**config.mk**
```make
export PLATFORM = sky130hd
export DESIGN_NAME = change_dispenser
export DESIGN_NICKNAME = d
export VERILOG_FILES = /design/src/rtl/change_dispenser.sv
export SDC_FILE = /design/constraint.sdc
export NUM_CORES = 1
export LEC_CHECK = 0
export CORE_UTILIZATION = 45
export DETAILED_ROUTE_END_ITERATION = 6
export PLACE_DENSITY = 0.65
export SLEW_MARGIN = 25
export SYNTH_ARGS = -nofsm -noshare
export SYNTH_HDL_FRONTEND = slang
export SYNTH_SLANG_ARGS = --single-unit
```
**constraint.sdc**
```tcl
create_clock -name clk -period 3 [get_ports clk]
set_clock_uncertainty 0.1 [all_clocks]
set_input_delay 0.6 -clock clk [delete_from_list [all_inputs] [get_ports clk]]
set_output_delay 0.6 -clock clk [all_outputs]
set_load 0.02 [all_outputs]
```
**src/rtl/change_dispenser.sv**
```systemverilog
// Actuator stage of the newspaper vending machine: queues release/coin requests and pulses the
// paper and coin solenoids one item at a time, confirming coins against the chute sensor.
module change_dispenser #(
   parameter int unsigned PULSE_CYC   = 4,
   parameter int unsigned GAP_CYC     = 2,
   parameter int unsigned ACK_TIMEOUT = 16,
   parameter int unsigned INV_W       = 6,
   parameter int unsigned INV_INIT    = 20,
   parameter int unsigned LOAD_QTY    = 10
) (
   input  logic clk,
   input  logic rst_n,
   input  logic R,
   input  logic N1,
   input  logic D1,
   input  logic D2,
   input  logic drop_ack,
   input  logic load_n,
   input  logic load_d,
   output logic rel_sol,
   output logic nick_sol,
   output logic dime_sol,
   output logic busy,
   output logic nick_empty,
   output logic dime_empty,
   output logic short,
   output logic fault
);

   localparam int unsigned CNT_MAX0 = (ACK_TIMEOUT > PULSE_CYC) ? ACK_TIMEOUT : PULSE_CYC;
   localparam int unsigned CNT_MAX  = (CNT_MAX0 > GAP_CYC) ? CNT_MAX0 : GAP_CYC;
   localparam int unsigned CNT_W    = $clog2(CNT_MAX + 1);
   localparam int unsigned INV_MAX  = (2 ** INV_W) - 1;

   localparam logic [CNT_W-1:0] PulseLast = CNT_W'(PULSE_CYC - 1);
   localparam logic [CNT_W-1:0] GapLast   = CNT_W'(GAP_CYC - 1);
   localparam logic [CNT_W-1:0] AckLast   = CNT_W'(ACK_TIMEOUT - 1);

   localparam logic [2:0] StIdle    = 3'd0;
   localparam logic [2:0] StFire    = 3'd1;
   localparam logic [2:0] StWaitAck = 3'd2;
   localparam logic [2:0] StGap     = 3'd3;
   localparam logic [2:0] StFault   = 3'd4;

   localparam logic [1:0] ItemRel  = 2'd0;
   localparam logic [1:0] ItemDime = 2'd1;
   localparam logic [1:0] ItemNick = 2'd2;

   logic [2:0]       state_q, state_d;
   logic [CNT_W-1:0] cnt_q, cnt_d;
   logic [1:0]       item_q, item_d;
   logic             acked_q, acked_d;
   logic             pend_rel_q, pend_rel_d;
   logic [1:0]       pend_dime_q, pend_dime_d;
   logic [2:0]       pend_nick_q, pend_nick_d;
   logic [INV_W-1:0] nick_inv_q, nick_inv_d;
   logic [INV_W-1:0] dime_inv_q, dime_inv_d;
   logic             short_q, short_d;
   logic             fault_q, fault_d;
   logic             rel_sol_q, nick_sol_q, dime_sol_q;

   logic             clr_rel, sub_dime, drop_nick, coin_done, set_fault;
   logic             dec_dime, dec_nick, inv_dec_dime, inv_dec_nick;
   logic [1:0]       dime_base;
   logic [2:0]       nick_base;
   logic [3:0]       dime_sum, nick_sum;
   logic [31:0]      nick_inv_sum, dime_inv_sum;

   // Control FSM: selects the next item by priority and times pulse, ack window and gap.
   always_comb begin
      state_d   = state_q;
      cnt_d     = cnt_q;
      item_d    = item_q;
      acked_d   = acked_q;
      clr_rel   = 1'b0;
      sub_dime  = 1'b0;
      drop_nick = 1'b0;
      coin_done = 1'b0;
      set_fault = 1'b0;
      case (state_q)
         StIdle: begin
            cnt_d   = '0;
            acked_d = 1'b0;
            if (pend_rel_q) begin
               state_d = StFire;
               item_d  = ItemRel;
            end else if (pend_dime_q != 2'd0) begin
               if (dime_inv_q == '0) begin
                  sub_dime = 1'b1;
               end else begin
                  state_d = StFire;
                  item_d  = ItemDime;
               end
            end else if (pend_nick_q != 3'd0) begin
               if (nick_inv_q == '0) begin
                  drop_nick = 1'b1;
               end else begin
                  state_d = StFire;
                  item_d  = ItemNick;
               end
            end
         end
         StFire: begin
            cnt_d = cnt_q + 1'b1;
            if ((item_q != ItemRel) && drop_ack && !acked_q) begin
               coin_done = 1'b1;
               acked_d   = 1'b1;
            end
            if (cnt_q == PulseLast) begin
               if (item_q == ItemRel) begin
                  clr_rel = 1'b1;
                  state_d = StGap;
                  cnt_d   = '0;
               end else if (acked_q || coin_done) begin
                  state_d = StGap;
                  cnt_d   = '0;
               end else begin
                  state_d = StWaitAck;
               end
            end
         end
         StWaitAck: begin
            // cnt keeps counting from solenoid rise, so the timeout spans FIRE too
            if (drop_ack) begin
               coin_done = 1'b1;
               state_d   = StGap;
               cnt_d     = '0;
            end else if (cnt_q == AckLast) begin
               set_fault = 1'b1;
               state_d   = StFault;
            end else begin
               cnt_d = cnt_q + 1'b1;
            end
         end
         StGap: begin
            if (cnt_q == GapLast) begin
               state_d = StIdle;
               cnt_d   = '0;
            end else begin
               cnt_d = cnt_q + 1'b1;
            end
         end
         StFault: begin
            state_d = StFault;
         end
         default: begin
            state_d = StIdle;
            cnt_d   = '0;
         end
      endcase
   end

   assign dec_dime     = coin_done && (item_q == ItemDime);
   assign inv_dec_dime = dec_dime;
   assign inv_dec_nick = coin_done && (item_q == ItemNick);
   assign dec_nick     = inv_dec_nick || drop_nick;

   // Pending counters: decrement first, then add the new requests, then saturate.
   always_comb begin
      pend_rel_d = (pend_rel_q && !clr_rel) || R;

      dime_base   = pend_dime_q - {1'b0, (dec_dime || sub_dime)};
      dime_sum    = {2'b00, dime_base} + {3'b000, D1} + {2'b00, D2, 1'b0};
      pend_dime_d = (dime_sum > 4'd3) ? 2'd3 : dime_sum[1:0];

      nick_base   = pend_nick_q - {2'b00, dec_nick};
      nick_sum    = {1'b0, nick_base} + {3'b000, N1} + {2'b00, sub_dime, 1'b0};
      pend_nick_d = (nick_sum > 4'd7) ? 3'd7 : nick_sum[2:0];
   end

   // Inventory: net of refill and dispense on the same edge, saturating at the counter max.
   always_comb begin
      nick_inv_sum = 32'(nick_inv_q) + (load_n ? LOAD_QTY : 32'd0) - 32'(inv_dec_nick);
      dime_inv_sum = 32'(dime_inv_q) + (load_d ? LOAD_QTY : 32'd0) - 32'(inv_dec_dime);
      nick_inv_d   = (nick_inv_sum > INV_MAX) ? INV_W'(INV_MAX) : INV_W'(nick_inv_sum);
      dime_inv_d   = (dime_inv_sum > INV_MAX) ? INV_W'(INV_MAX) : INV_W'(dime_inv_sum);
   end

   assign short_d = (short_q && !(load_n || load_d)) || drop_nick;
   assign fault_d = fault_q || set_fault;

   always_ff @(posedge clk or negedge rst_n) begin
      if (!rst_n) begin
         state_q     <= StIdle;
         cnt_q       <= '0;
         item_q      <= ItemRel;
         acked_q     <= 1'b0;
         pend_rel_q  <= 1'b0;
         pend_dime_q <= 2'd0;
         pend_nick_q <= 3'd0;
         nick_inv_q  <= INV_W'(INV_INIT);
         dime_inv_q  <= INV_W'(INV_INIT);
         short_q     <= 1'b0;
         fault_q     <= 1'b0;
         rel_sol_q   <= 1'b0;
         nick_sol_q  <= 1'b0;
         dime_sol_q  <= 1'b0;
      end else begin
         state_q     <= state_d;
         cnt_q       <= cnt_d;
         item_q      <= item_d;
         acked_q     <= acked_d;
         pend_rel_q  <= pend_rel_d;
         pend_dime_q <= pend_dime_d;
         pend_nick_q <= pend_nick_d;
         nick_inv_q  <= nick_inv_d;
         dime_inv_q  <= dime_inv_d;
         short_q     <= short_d;
         fault_q     <= fault_d;
         rel_sol_q   <= (state_d == StFire) && (item_d == ItemRel);
         nick_sol_q  <= (state_d == StFire) && (item_d == ItemNick);
         dime_sol_q  <= (state_d == StFire) && (item_d == ItemDime);
      end
   end

   assign rel_sol    = rel_sol_q;
   assign nick_sol   = nick_sol_q;
   assign dime_sol   = dime_sol_q;
   assign busy       = (state_q != StIdle) || pend_rel_q || (pend_dime_q != 2'd0) ||
                       (pend_nick_q != 3'd0);
   assign nick_empty = (nick_inv_q == '0);
   assign dime_empty = (dime_inv_q == '0);
   assign short      = short_q;
   assign fault      = fault_q;

endmodule

```
=== After elaboration in Yosys (flattened, before gate mapping) ===
Cells that the tools add are included.

* ROM bits: 0
* Memories: 0
* Register bits: 34
* Output and inout port bits: 8
* Bits in writable memories: 0
* Latch bits: 0

* Equality and inequality tests: 14
* Mux-type cells: 52
* Add/sub/neg operators: 11
* Magnitude comparators: 4
* Divide/modulo/power cells: 0
* Bitwise operators: 1
* Shifts and indexed selects: 0
* $mul: 0
* Reductions and logical operators: 34

{| class="wikitable"
|+ Operator list
! operator !! count
|-
| $gt A32 B6 Y1 const B || 2
|-
| $mux W3 || 10
|-
| $mux W5 || 6
|-
| $mux W1 || 21
|-
| $pmux W5 S4 || 1
|-
| $sub A7 B1 Y8 || 2
|-
| $pmux W3 S5 || 1
|-
| $add A6 B4 Y7 || 2
|-
| $mux W2 || 7
|-
| $logic_not A6 Y1 || 2
|-
| $mux W6 || 2
|-
| $logic_or A1 B1 Y1 || 10
|-
| $logic_and A1 B1 Y1 || 9
|-
| $mux W4 || 2
|-
| $eq A3 B1 Y1 const B || 2
|-
| $eq A3 B2 Y1 const B || 2
|-
| $reduce_bool A2 Y1 || 3
|-
| $reduce_bool A3 Y1 || 2
|-
| $add A5 B1 Y5 const B || 1
|-
| $eq A5 B1 Y1 const B || 1
|-
| $eq A5 B2 Y1 const B || 1
|-
| $eq A5 B4 Y1 const B || 1
|-
| $add A3 B1 Y4 || 1
|-
| $add A3 B2 Y4 || 1
|-
| other kinds (17) || 24
|}

=== Logic depth before layout (Yosys ltp) ===
* Depth after elaboration: 13
* Depth in mapped cells: 15
* Gate-level depth less buffers: 14

=== Worst setup path before layout ===
OpenSTA, ideal clock, no wires.

* Path type: reg2reg
* From: reg nick_inv_q[5]
* To: reg pend_nick_q[1]
* Arrival time: 2,877 ps
* Path buffers: 0
* Period minus slack after synthesis: 3,104 ps
* Setup time: 127 ps
* Stages on the path, launching flop included: 12
* Slack: -104 ps
* Cell sequence: dfrtp_1 -> inv_1 -> ha_1 -> or4b_2 -> nor2_1 -> nand4_1 -> nand2b_1 -> ha_1 -> inv_1 -> ha_1 -> fa_1 -> or2_2

* Cells in the longest elaborated chain, start to end: 12

{| class="wikitable"
|+ RTL lines
! item !! RTL line !! text
|-
| start, declared || 56 || <nowiki>logic [INV_W-1:0] nick_inv_q, nick_inv_d;</nowiki>
|-
| start signal, assigned || 191 || <nowiki>nick_inv_q <= INV_W'(INV_INIT);</nowiki>
|-
| start signal, assigned || 206 || <nowiki>nick_inv_q <= nick_inv_d;</nowiki>
|-
| $logic_not A6 Y1 (*) || - ||
|-
| named net nick_empty || 24 || <nowiki>output logic nick_empty,</nowiki>
|-
| $mux W1 (*) || 95 || <nowiki>if (nick_inv_q == '0) begin</nowiki>
|-
| $mux W1 (*) || 94 || <nowiki>end else if (pend_nick_q != 3'd0) begin</nowiki>
|-
| $mux W1 (*) || 87 || <nowiki>end else if (pend_dime_q != 2'd0) begin</nowiki>
|-
| $mux W1 (*) || 84 || <nowiki>if (pend_rel_q) begin</nowiki>
|-
| $mux W1 (*) || 80 || <nowiki>case (state_q)</nowiki>
|-
| $logic_or A1 B1 Y1 (*) || 156 || <nowiki>assign dec_nick = inv_dec_nick || drop_nick;</nowiki>
|-
| $sub A3 B1 Y3 (*) || 166 || <nowiki>nick_base = pend_nick_q - {2'b00, dec_nick};</nowiki>
|-
| $add A3 B1 Y4 (*) || 167 || <nowiki>nick_sum = {1'b0, nick_base} + {3'b000, N1} + {2'b00, sub_dime, 1'b0};</nowiki>
|-
| $add A4 B2 Y4 (*) || 167 ||
|-
| $gt A4 B3 Y1 || 168 || <nowiki>pend_nick_d = (nick_sum > 4'd7) ? 3'd7 : nick_sum[2:0];</nowiki>
|-
| $mux W3 (*) || 168 ||
|-
| named net pend_nick_d[1] || 55 || <nowiki>logic [2:0] pend_nick_q, pend_nick_d;</nowiki>
|-
| end signal, assigned || 205 || <nowiki>pend_nick_q <= pend_nick_d;</nowiki>
|-
| end, declared || 55 ||
|}

The timed path passes the listed nets; every way through them passes the cells marked *.
A chain may end at the register's enable or synchronous reset.

=== Final worst setup path ===
* From: reg nick_inv_q[5]
* To: reg pend_nick_q[1]

* Cells in the longest elaborated chain, start to end: 12

{| class="wikitable"
|+ RTL lines
! item !! RTL line
|-
| $logic_not A6 Y1 (*) || 95
|-
| $mux W1 (*) || 95
|-
| $mux W1 (*) || 94
|-
| $mux W1 (*) || 87
|-
| $mux W1 (*) || 84
|-
| $mux W1 (*) || 80
|-
| $logic_or A1 B1 Y1 (*) || 156
|-
| $sub A3 B1 Y3 (*) || 166
|-
| $add A3 B1 Y4 (*) || 167
|-
| $add A4 B2 Y4 (*) || 167
|-
| $gt A4 B3 Y1 || 168
|-
| $mux W3 (*) || 168
|-
| named net pend_nick_d[1] || 55
|}

Marked as above.

==> results.yml <==
run_status:
  status: "finished, final reports clean"
yosys:
  yosys_register_bits: 34
  ys_warn_count: 0
  synth-async-reset-ratio: 1.00
  syn-cell-area_um2: 2320
  synth_edf_count: 0
  syn-mean-instance-area_um2: 9.27
  synth_cell_type_count: 47
  synth_top_area_cell: "dfrtp_1"
  synth_top_flop_cell: "dfrtp_1"
  yosys-top-cells-area: "dfrtp_1 32%, ha_1 16%, inv_1 7.1%"
  yosysMostFrequentCell: "inv_1"
  syn_nets: 292
  ys_seq_area_frac: 0.369
  synth.top_cells.by_count: "44 x inv_1, 30 x dfrtp_1, 29 x ha_1, 18 x nor2_1, 16 x nand3_1"
  synth_top_area_frac: 0.324
  synthCells: 250
setup_path:
  worst-endpoint-arrival_ns: 2.91
  cp-start-kind: "flop"
  required_ns: 3.07
  r2r-start: "nick_inv_q[5]"
  reg2reg_to: "pend_nick_q[1]"
  r2r_slack_ns: 0.16
  path_max_fanout: 2
  rr_worst_depth: 13
  critical_path_class: "reg2reg"
  cp-end-kind: "flop"
floorplan:
  row_count: 25
  core_area_um2: 4850
  start_util: 0.478
  die_h_um: 73.8
  dieArea_um2: 5440
  io_pins: 17
  die-width_um: 73.8
drt:
  wl_per_cell_um: 12.4
  drtIter0Drc: 71
  drc: 0
  wl_um: 4390
  via_count: 1798
  final_antenna_net_count: 0
  via_per_inst: 5.08
  detail_route.first_pass.iterations: 4
timing:
  setup_violations: 0
  fin_crit_ns: 2.84
  final_hold_viol_count: 0
  slew_headroom: 0.636
  whs_ns: 0.377
  min_period_over_period: 0.946
  final_max_slew_viol_count: 0
  max_freq_mhz: 353
  tightestPinTransition_ns: 0.545
cts:
  clk_pin_slew_ns: 0.07
  clock_latency_ns: 0.28
  ctsHoldBuffers: 0
  cts_buffers: 5
  clockRootBuffer: "clkbuf_8"
  cts_sinks: 34
  clockBufferDepth: 2
  cts_tree: "done"
  htreeDepth: 2
place:
  place.gp.congestion: 0.837
  place_hpwl_um: 3360
  portBuffers: 16
hold_path:
  min_from: "fault"
  holdPathEnd: "fault"
  hold_path_class: "reg2reg"
  hold_depth: 1
final_layout:
  n_fill_cell: 448
  area.growth.synth_to_final_pct: 21.4
  nets: 328
  drive_gt1_frac: 0.167
  diodes: 0
global_route:
  grt_use_total: 0.185
  grt_max_degree: 35
  overflow: 0
  grt_antenna_before_repair: 0
  grt_pass1_vias: 1682
  grt_pass1_wl_um: 7550
pwr:
  p_per_area_nw_per_um2: 737
  peakVddDrop_mv: 0.399
  p_leak_nw: 1.40
  total_power_mw: 2.07
run:
  maxCapViolations: 0
==> area by class of cell <==
cell class / count / area, µm² / area share
Multi-Input combinational cell: 170 / 1330 / 0.472
Sequential cell: 34 / 858 / 0.305
Timing Repair Buffer: 31 / 272 / 0.0964
Inverter: 44 / 165 / 0.0587
Tap cell: 67 / 83.8 / 0.0298
Clock buffer: 7 / 76.3 / 0.0271
Clock inverter: 1 / 30.0 / 0.0107
==> power breakdown <==
group          switching (mW)  internal, mW
Combinational           0.544         0.477
Clock                   0.161         0.248
Sequential             0.0646         0.578
Total                   0.770          1.30
==> metrics by stage <==
stage | std cells | TNS, ns | worst slack [ns] | instance area [µm²] | util
global route | 354 | -0.0650 | -0.0344 | 2820 | 0.581
CTS | 351 | 0 | 0.0809 | 2750 | 0.567
floorplan | 250 | 0 | 0.00808 | 2320 | -
global placement | 343 | -0.573 | -0.0669 | 2640 | 0.544
detailed placement | 343 | -1.24 | -0.140 | 2640 | 0.544
finish | 354 | 0 | 0.163 | 2820 | 0.581
==> cells by family after synthesis <==
kind of cell / synth area share
mux: 0.00863
simple gates: 0.203
xor+xnor: 0.0378
compound gates: 0.111
flops: 0.369
fa+ha+maj: 0.191
buf+inv: 0.0793
==> metal layers <==
layer	vias up	part of all wire	GRT usage	wire length (µm)
li1	919	-	-	-
met1	841	0.50	0.258	2180
met2	31	0.45	0.279	1980
met3	7	0.035	0.0508	155
met4	0	0.015	0.0534	66
met5	-	0	0	0
==> registers in the layout, indices dropped and copies added, names as in the netlist <==
signal       cells
acked_q          1
cnt_q            5
dime_inv_q       6
dime_sol         1
fault            1
item_q           2
nick_inv_q       6
nick_sol         1
pend_dime_q      2
pend_nick_q      3
pend_rel_q       1
rel_sol          1
short            1
state_q          3
==> worst max-delay path, cell delays in order, from the launching register on <==
cell and delay [ns]:
dfrtp_1 0.39, inv_1 0.08, ha_1 0.15, or4b_4 0.48, nor2_4 0.10, nand4_1 0.12
nand2b_1 0.13, ha_1 0.15, ha_1 0.22, inv_1 0.08, ha_1 0.24, a21oi_2 0.16
nor2_1 0.06, or2_2 0.26
==> placed cells by master (no fill, tap or decap), types with 2 or more instances in the layout <==
| cell | netlist | routed |
|---|---|---|
| clkdlybuf4s50_1 | 0 | 15 |
| nor3b_1 | 5 | 4 |
| fa_1 | 4 | 4 |
| clkbuf_8 | 0 | 5 |
| a21oi_2 | 0 | 2 |
| or2_2 | 5 | 5 |
| dfrtp_2 | 0 | 2 |
| inv_1 | 44 | 44 |
| mux2i_1 | 2 | 2 |
| a211o_1 | 2 | 2 |
| o21a_1 | 3 | 3 |
| a21oi_1 | 12 | 10 |
| nor2_1 | 18 | 17 |
| nand3_1 | 16 | 16 |
| nor2b_1 | 3 | 3 |
| dfrtp_1 | 30 | 28 |
| nand2_1 | 12 | 12 |
| nor3_2 | 0 | 2 |
| clkbuf_1 | 0 | 2 |
| nand2b_1 | 2 | 2 |
| o21ai_0 | 8 | 8 |
| ha_1 | 29 | 28 |
| dfstp_2 | 4 | 4 |
| nor3_1 | 9 | 7 |
| xor2_1 | 5 | 5 |
| nor4b_1 | 3 | 3 |
| a21o_1 | 4 | 4 |
| buf_4 | 1 | 15 |
| xnor2_2 | 0 | 2 |
| xnor2_1 | 5 | 3 |
==> timing repair <==
item                       CTS  global route
setup endpoints to repair    4            15
resized for setup            4             9
hold endpoints to repair     0             0
pin swaps                    0             3
buffers inserted             0             3
==> how the worst max path moves through the flow <==
stage,end,cells after the start,startpoint
after CTS,dime_inv_q[5],12,state_q[1]
after global routing,dime_inv_q[5],12,state_q[1]
after global placement,nick_inv_q[0],11,drop_ack
after floorplan,pend_nick_q[1],11,nick_inv_q[5]
after detailed placement,dime_inv_q[5],11,drop_ack
final,pend_nick_q[1],13,nick_inv_q[5]
Power figures use the tool's default switching activity.
